[config.mk]
export PLATFORM = sky130hd
export DESIGN_NAME = chess_cursor_ctrl
export DESIGN_NICKNAME = d
export VERILOG_FILES = /design/src/rtl/chess_cursor_ctrl.sv
export SDC_FILE = /design/constraint.sdc
export NUM_CORES = 1
export LEC_CHECK = 0
export BUFFER_PORTS_ARGS = -buffer_cell sky130_fd_sc_hd__buf_2
export CAP_MARGIN = 20
export CORE_UTILIZATION = 40
export CTS_CLUSTER_DIAMETER = 80
export DETAILED_ROUTE_END_ITERATION = 8
export GPL_TIMING_DRIVEN = 0
export PLACE_DENSITY_LB_ADDON = 0.2
export SETUP_SLACK_MARGIN = 0.15
export SKIP_LAST_GASP = 1
export SLEW_MARGIN = 25
export SYNTH_ARGS = -nofsm -noshare
export SYNTH_HDL_FRONTEND = slang
export SYNTH_SLANG_ARGS = --single-unit
[constraint.sdc]
create_clock -name clk -period 4.4 [get_ports clk]
set_input_delay 0 -clock clk [delete_from_list [all_inputs] [get_ports clk]]
set_output_delay 0 -clock clk [all_outputs]
set_load 0.02 [all_outputs]
[src/rtl/chess_cursor_ctrl.sv]
// Board cursor, piece select FSM and move request producer for the painter.
// Define CHESS_CURSOR_WRAP_EN to make cursor motion wrap instead of saturate.
module chess_cursor_ctrl #(
  parameter int          DEBOUNCE_CYCLES = 250000,
  parameter logic [5:0]  RESET_SQ        = 6'd0
) (
  input  logic         clk,
  input  logic         reset,
  input  logic         btn_up,
  input  logic         btn_down,
  input  logic         btn_left,
  input  logic         btn_right,
  input  logic         btn_center,
  input  logic [255:0] board,
  input  logic         turn,
  input  logic         move_ready,
  output logic         move_valid,
  output logic [5:0]   move_from,
  output logic [5:0]   move_to,
  output logic [12:0]  moveData
);

  localparam int CW = $clog2(DEBOUNCE_CYCLES + 1);
  localparam logic [CW-1:0] CMAX = CW'(DEBOUNCE_CYCLES - 1);

  typedef enum logic [1:0] {
    BROWSE,
    SELECTED,
    REQUEST
  } state_t;

  // bit order: {center, up, down, left, right}
  logic [4:0] raw;
  logic [4:0] s1;
  logic [4:0] s2;
  logic [4:0] db;
  logic [4:0] press;

  assign raw = {btn_center, btn_up, btn_down,
                btn_left, btn_right};

  always_ff @(posedge clk or posedge reset) begin
    if (reset) begin
      s1 <= '0;
      s2 <= '0;
    end else begin
      s1 <= raw;
      s2 <= s1;
    end
  end

  for (genvar i = 0; i < 5; i++) begin : g_deb
    logic [CW-1:0] cnt;
    logic          hit;

    assign hit      = (s2[i] != db[i]) && (cnt == CMAX);
    assign press[i] = hit && s2[i];

    always_ff @(posedge clk or posedge reset) begin
      if (reset) begin
        cnt   <= '0;
        db[i] <= 1'b0;
      end else if (s2[i] == db[i]) begin
        cnt <= '0;
      end else if (hit) begin
        cnt   <= '0;
        db[i] <= s2[i];
      end else begin
        cnt <= cnt + 1'b1;
      end
    end
  end

  state_t     state;
  state_t     state_n;
  logic [5:0] cursor;
  logic [5:0] cursor_n;
  logic [5:0] sel_sq;
  logic [5:0] sel_sq_n;
  logic       sel_act;
  logic       sel_act_n;
  logic       valid_n;
  logic [5:0] from_n;
  logic [5:0] to_n;

  logic       go_l;
  logic       go_r;
  logic       go_u;
  logic       go_d;
  logic [2:0] lt;
  logic [2:0] nm;
  logic [2:0] lt_n;
  logic [2:0] nm_n;
  logic [3:0] piece;
  logic       own;

  assign go_r = press[0] & ~press[1];
  assign go_l = press[1] & ~press[0];
  assign go_d = press[2] & ~press[3];
  assign go_u = press[3] & ~press[2];

  assign lt = cursor[5:3];
  assign nm = cursor[2:0];

  assign piece = board[{cursor, 2'b00} +: 4];
  assign own   = (piece[2:0] != 3'd0) && (piece[3] == turn);

`ifdef CHESS_CURSOR_WRAP_EN
  always_comb begin
    lt_n = lt;
    nm_n = nm;
    if (go_r) lt_n = lt + 3'd1;
    if (go_l) lt_n = lt - 3'd1;
    if (go_d) nm_n = nm + 3'd1;
    if (go_u) nm_n = nm - 3'd1;
  end
`else
  always_comb begin
    lt_n = lt;
    nm_n = nm;
    if (go_r && lt != 3'd7) lt_n = lt + 3'd1;
    if (go_l && lt != 3'd0) lt_n = lt - 3'd1;
    if (go_d && nm != 3'd7) nm_n = nm + 3'd1;
    if (go_u && nm != 3'd0) nm_n = nm - 3'd1;
  end
`endif

  always_ff @(posedge clk or posedge reset) begin
    if (reset) begin
      state      <= BROWSE;
      cursor     <= RESET_SQ;
      sel_sq     <= '0;
      sel_act    <= 1'b0;
      move_valid <= 1'b0;
      move_from  <= '0;
      move_to    <= '0;
    end else begin
      state      <= state_n;
      cursor     <= cursor_n;
      sel_sq     <= sel_sq_n;
      sel_act    <= sel_act_n;
      move_valid <= valid_n;
      move_from  <= from_n;
      move_to    <= to_n;
    end
  end

  // center outranks arrows; REQUEST only listens to the handshake
  always_comb begin
    state_n   = state;
    cursor_n  = cursor;
    sel_sq_n  = sel_sq;
    sel_act_n = sel_act;
    valid_n   = move_valid;
    from_n    = move_from;
    to_n      = move_to;
    unique case (1'b1)
      state == BROWSE: begin
        if (press[4]) begin
          if (own) begin
            sel_sq_n  = cursor;
            sel_act_n = 1'b1;
            state_n   = SELECTED;
          end
        end else begin
          cursor_n = {lt_n, nm_n};
        end
      end
      state == SELECTED: begin
        if (press[4]) begin
          if (cursor == sel_sq) begin
            sel_act_n = 1'b0;
            state_n   = BROWSE;
          end else if (own) begin
            sel_sq_n = cursor;
          end else begin
            from_n  = sel_sq;
            to_n    = cursor;
            valid_n = 1'b1;
            state_n = REQUEST;
          end
        end else begin
          cursor_n = {lt_n, nm_n};
        end
      end
      state == REQUEST: begin
        if (move_valid && move_ready) begin
          valid_n   = 1'b0;
          sel_act_n = 1'b0;
          state_n   = BROWSE;
        end
      end
      default: begin
        state_n = BROWSE;
      end
    endcase
  end

  assign moveData = {sel_act, sel_sq, cursor};

endmodule

==> flow_metrics.tcl <==
set metrics [dict create \
    crit_type "reg2reg" \
    cp.required_ns 4.69 \
    placed_cells 1296 \
    fin_skew_ns 0.0111 \
    power_mw 2.72 \
    ff2ff_path_depth 12 \
    ys_ff_latch 133 \
    critPathSlowestCell "nor4_1" \
    path_clk_slew_ns 0.06 \
    synthTopCellsByArea "dfrtp_1 43%, xor2_1 6.9%, nor2_1 5.8%" \
    cts_tree "yes" \
    place.gp.congestion 0.869 \
    synth_top_area_share_pct 43.5 \
    core_um2 18700 \
    slew_viol_final 0 \
    cts_sinks 133 \
    antenna_cells 0 \
    yosysTopAreaCell "dfrtp_1" \
    cts_made_buffers 17 \
    fmax_mhz 248 \
    hold_slack_ns 0.107 \
    hold_viol_final 0 \
    drive_gt1_share_pct 34.5 \
    drt-initial-drc-count 565 \
    crit_chain "buf_6 > buf_2 > buf_1 > nor4_1 > nor3_1 > o21ai_1 > o211a_1 > a311oi_1 > o21ai_1 > and4bb_2 > buf_2 > mux2_2" \
    num_rows 50 \
    p_per_area_nw_per_um2 272 \
    min_period_ns 4.04 \
    ys_types 58 \
    wl_per_cell_um 18.4 \
    place_hpwl_um 19100 \
    path_max_fanout 10 \
    fin_util_pct 53.5 \
    syn_avg_cell_area_um2 9.93 \
    yosys_warnings 0 \
    dr.pass1.iters 5 \
    clk_latency_ns 0.41 \
    crit_buf_inv 4 \
    synth-edff-count 0 \
    ant_nets 0 \
    grt_max_degree 99 \
    async_flop_share_pct 100 \
    setup_slack_ns 0.360 \
    crit_arrival_ns 4.33 \
    clockBufferDepth 2 \
    post_cts_buffers 0 \
    port_buffers 290 \
    syn_area_um2 7650 \
    ir_worst_vdd_uv 266 \
    areaGrowthSynthToFinish_pct 30.9 \
    timing.rr.end "move_to[2]" \
    num_vias 7307 \
    drc_errors 0 \
    dp_slack_ns 0.248 \
    path_delay_family "buffers and inverters" \
    nets 1363 \
    crit_path_start_kind "flip-flop" \
    p_leak_nw 4.76 \
    final_cells 1329 \
    setup_viol 0 \
    worstMarginPinSlew_ns 1.09 \
    ys.flop_type "dfrtp_1" \
    worstHoldPathType "in2async" \
    grt_overflow_total 0 \
    max_stage_delay_ns 0.60 \
    grt_pass1_wl_um 37200 \
    start_util_pct 40.9 \
    root_buffer "clkbuf_16" \
    cap_violations 0 \
    die_x_um 140 \
    dieArea_um2 19700 \
    routed_wl_um 24500 \
    cts_max_level 4 \
    ioPinCount 291 \
    syn-instance-count 771 \
    period_share_pct 91.8 \
    reg2reg_slack_ns 0.36 \
    worstReg2RegStart "cursor[1]" \
    rsz0062_at_grt "no" \
    grt_pass1_vias 6826 \
    slew_headroom_pct 26.6 \
    grt_use_total_pct 25.0 \
    synth_fp_nets 1047 \
    via_per_inst 5.50 \
    status "completed" \
    antenna_found_initial 2 \
    die_h_um 140 \
    cp.depth 12 \
    crit_path_end_kind "flip-flop" \
    yosysSeqAreaShare_pct 43.5 \
]
[registers in the layout (all words and copies together) (netlist names)]
register and cells:
state 2, s2 5, move_from 6, g_deb.cnt 90
move_valid 1, sel_act 1, sel_sq 6, cursor 6
db 5, s1 5, move_to 6
[cell usage after synthesis (all sizes together), types with 21 or more instances]
cell type  number
xnor2          36
dfrtp         133
mux4           21
nand3          37
nor3           29
nor4           36
nor4b          22
nand2          44
nor2          119
and3           25
xor2           60
[worst min-delay path, delay by kind of cell]
family	cells	cell delay (ns)
buffers and inverters	3	0.89
[how the worst max path moves through the flow]
stage | start | endpoint | slack (ns)
3_3_place_gp | reset | move_valid | -0.72
6_report | cursor[1] | move_to[2] | 0.36
3_5_place_dp | cursor[0] | sel_sq[5] | 0.25
2_1_floorplan | reset | cursor[0] | 0.85
4_1_cts | cursor[0] | sel_sq[1] | 0.19
5_1_grt | cursor[1] | sel_sq[1] | 0.20
[logic make-up (layout without fill, tap and decap cells)]
kind of cell    count (synthesis)  after routing  share of synthesized area (%)
mux                            44             44                           9.58
buf+inv                        53            377                           3.06
compound gates                 71             71                           6.39
fa+ha+maj                      11             11                           1.99
flops                         133            133                           43.5
simple gates                  363            363                           24.5
xor+xnor                       96             96                           11.0
[report_power, final]
group / switching [mW] / internal [mW] / total (mW)
Sequential: 0.0105 / 1.24 / 1.25
Clock: 0.490 / 0.742 / 1.23
Combinational: 0.111 / 0.128 / 0.239
Total: 0.611 / 2.11 / 2.72
[metal layers]
layer / part of all wire (%) / vias up / global-route usage [%]
met5: 0.13 / - / 0
met2: 42 / 319 / 34.8
met3: 9.3 / 30 / 7.52
met4: 1.2 / 4 / 6.13
met1: 47 / 3537 / 37.7
li1: - / 3417 / -
[stage by stage]
step	setup TNS [ns]	area [um^2]
3_5_place_dp	0	9440
2_1_floorplan	0	7650
4_1_cts	0	10000
6_report	0	10000
3_3_place_gp	-93.91	9400
5_1_grt	0	10000
[repair_timing]
item,in CTS,in global routing
setup endpoints to repair,0,19
hold endpoints to repair,139,0
hold buffers,7,0
resized for setup,0,7
[cell type report]
class | instances | area [um^2]
fill | 1719 | 8690
inverter | 19 | 78.8
buffer | 33 | 161
timing repair buffer | 298 | 1550
tap | 234 | 293
clock buffer | 21 | 470
sequential | 133 | 3330
clock inverter | 6 | 32.5
multi-input combinational | 585 | 4100
[cells in the final DEF (no fill, tap or decap), types with 14 or more instances in the layout]
master	n
nand4_1	16
nor2_1	119
clkbuf_1	17
dfrtp_1	133
nand2_1	44
mux4_2	19
inv_1	17
nor4_1	36
xnor2_1	36
nor4b_1	22
clkbuf_16	17
nor3_1	29
mux2_2	14
nand3_1	37
and3_1	25
buf_2	300
xor2_1	60
Note: power is estimated with default switching activity, not from simulation.
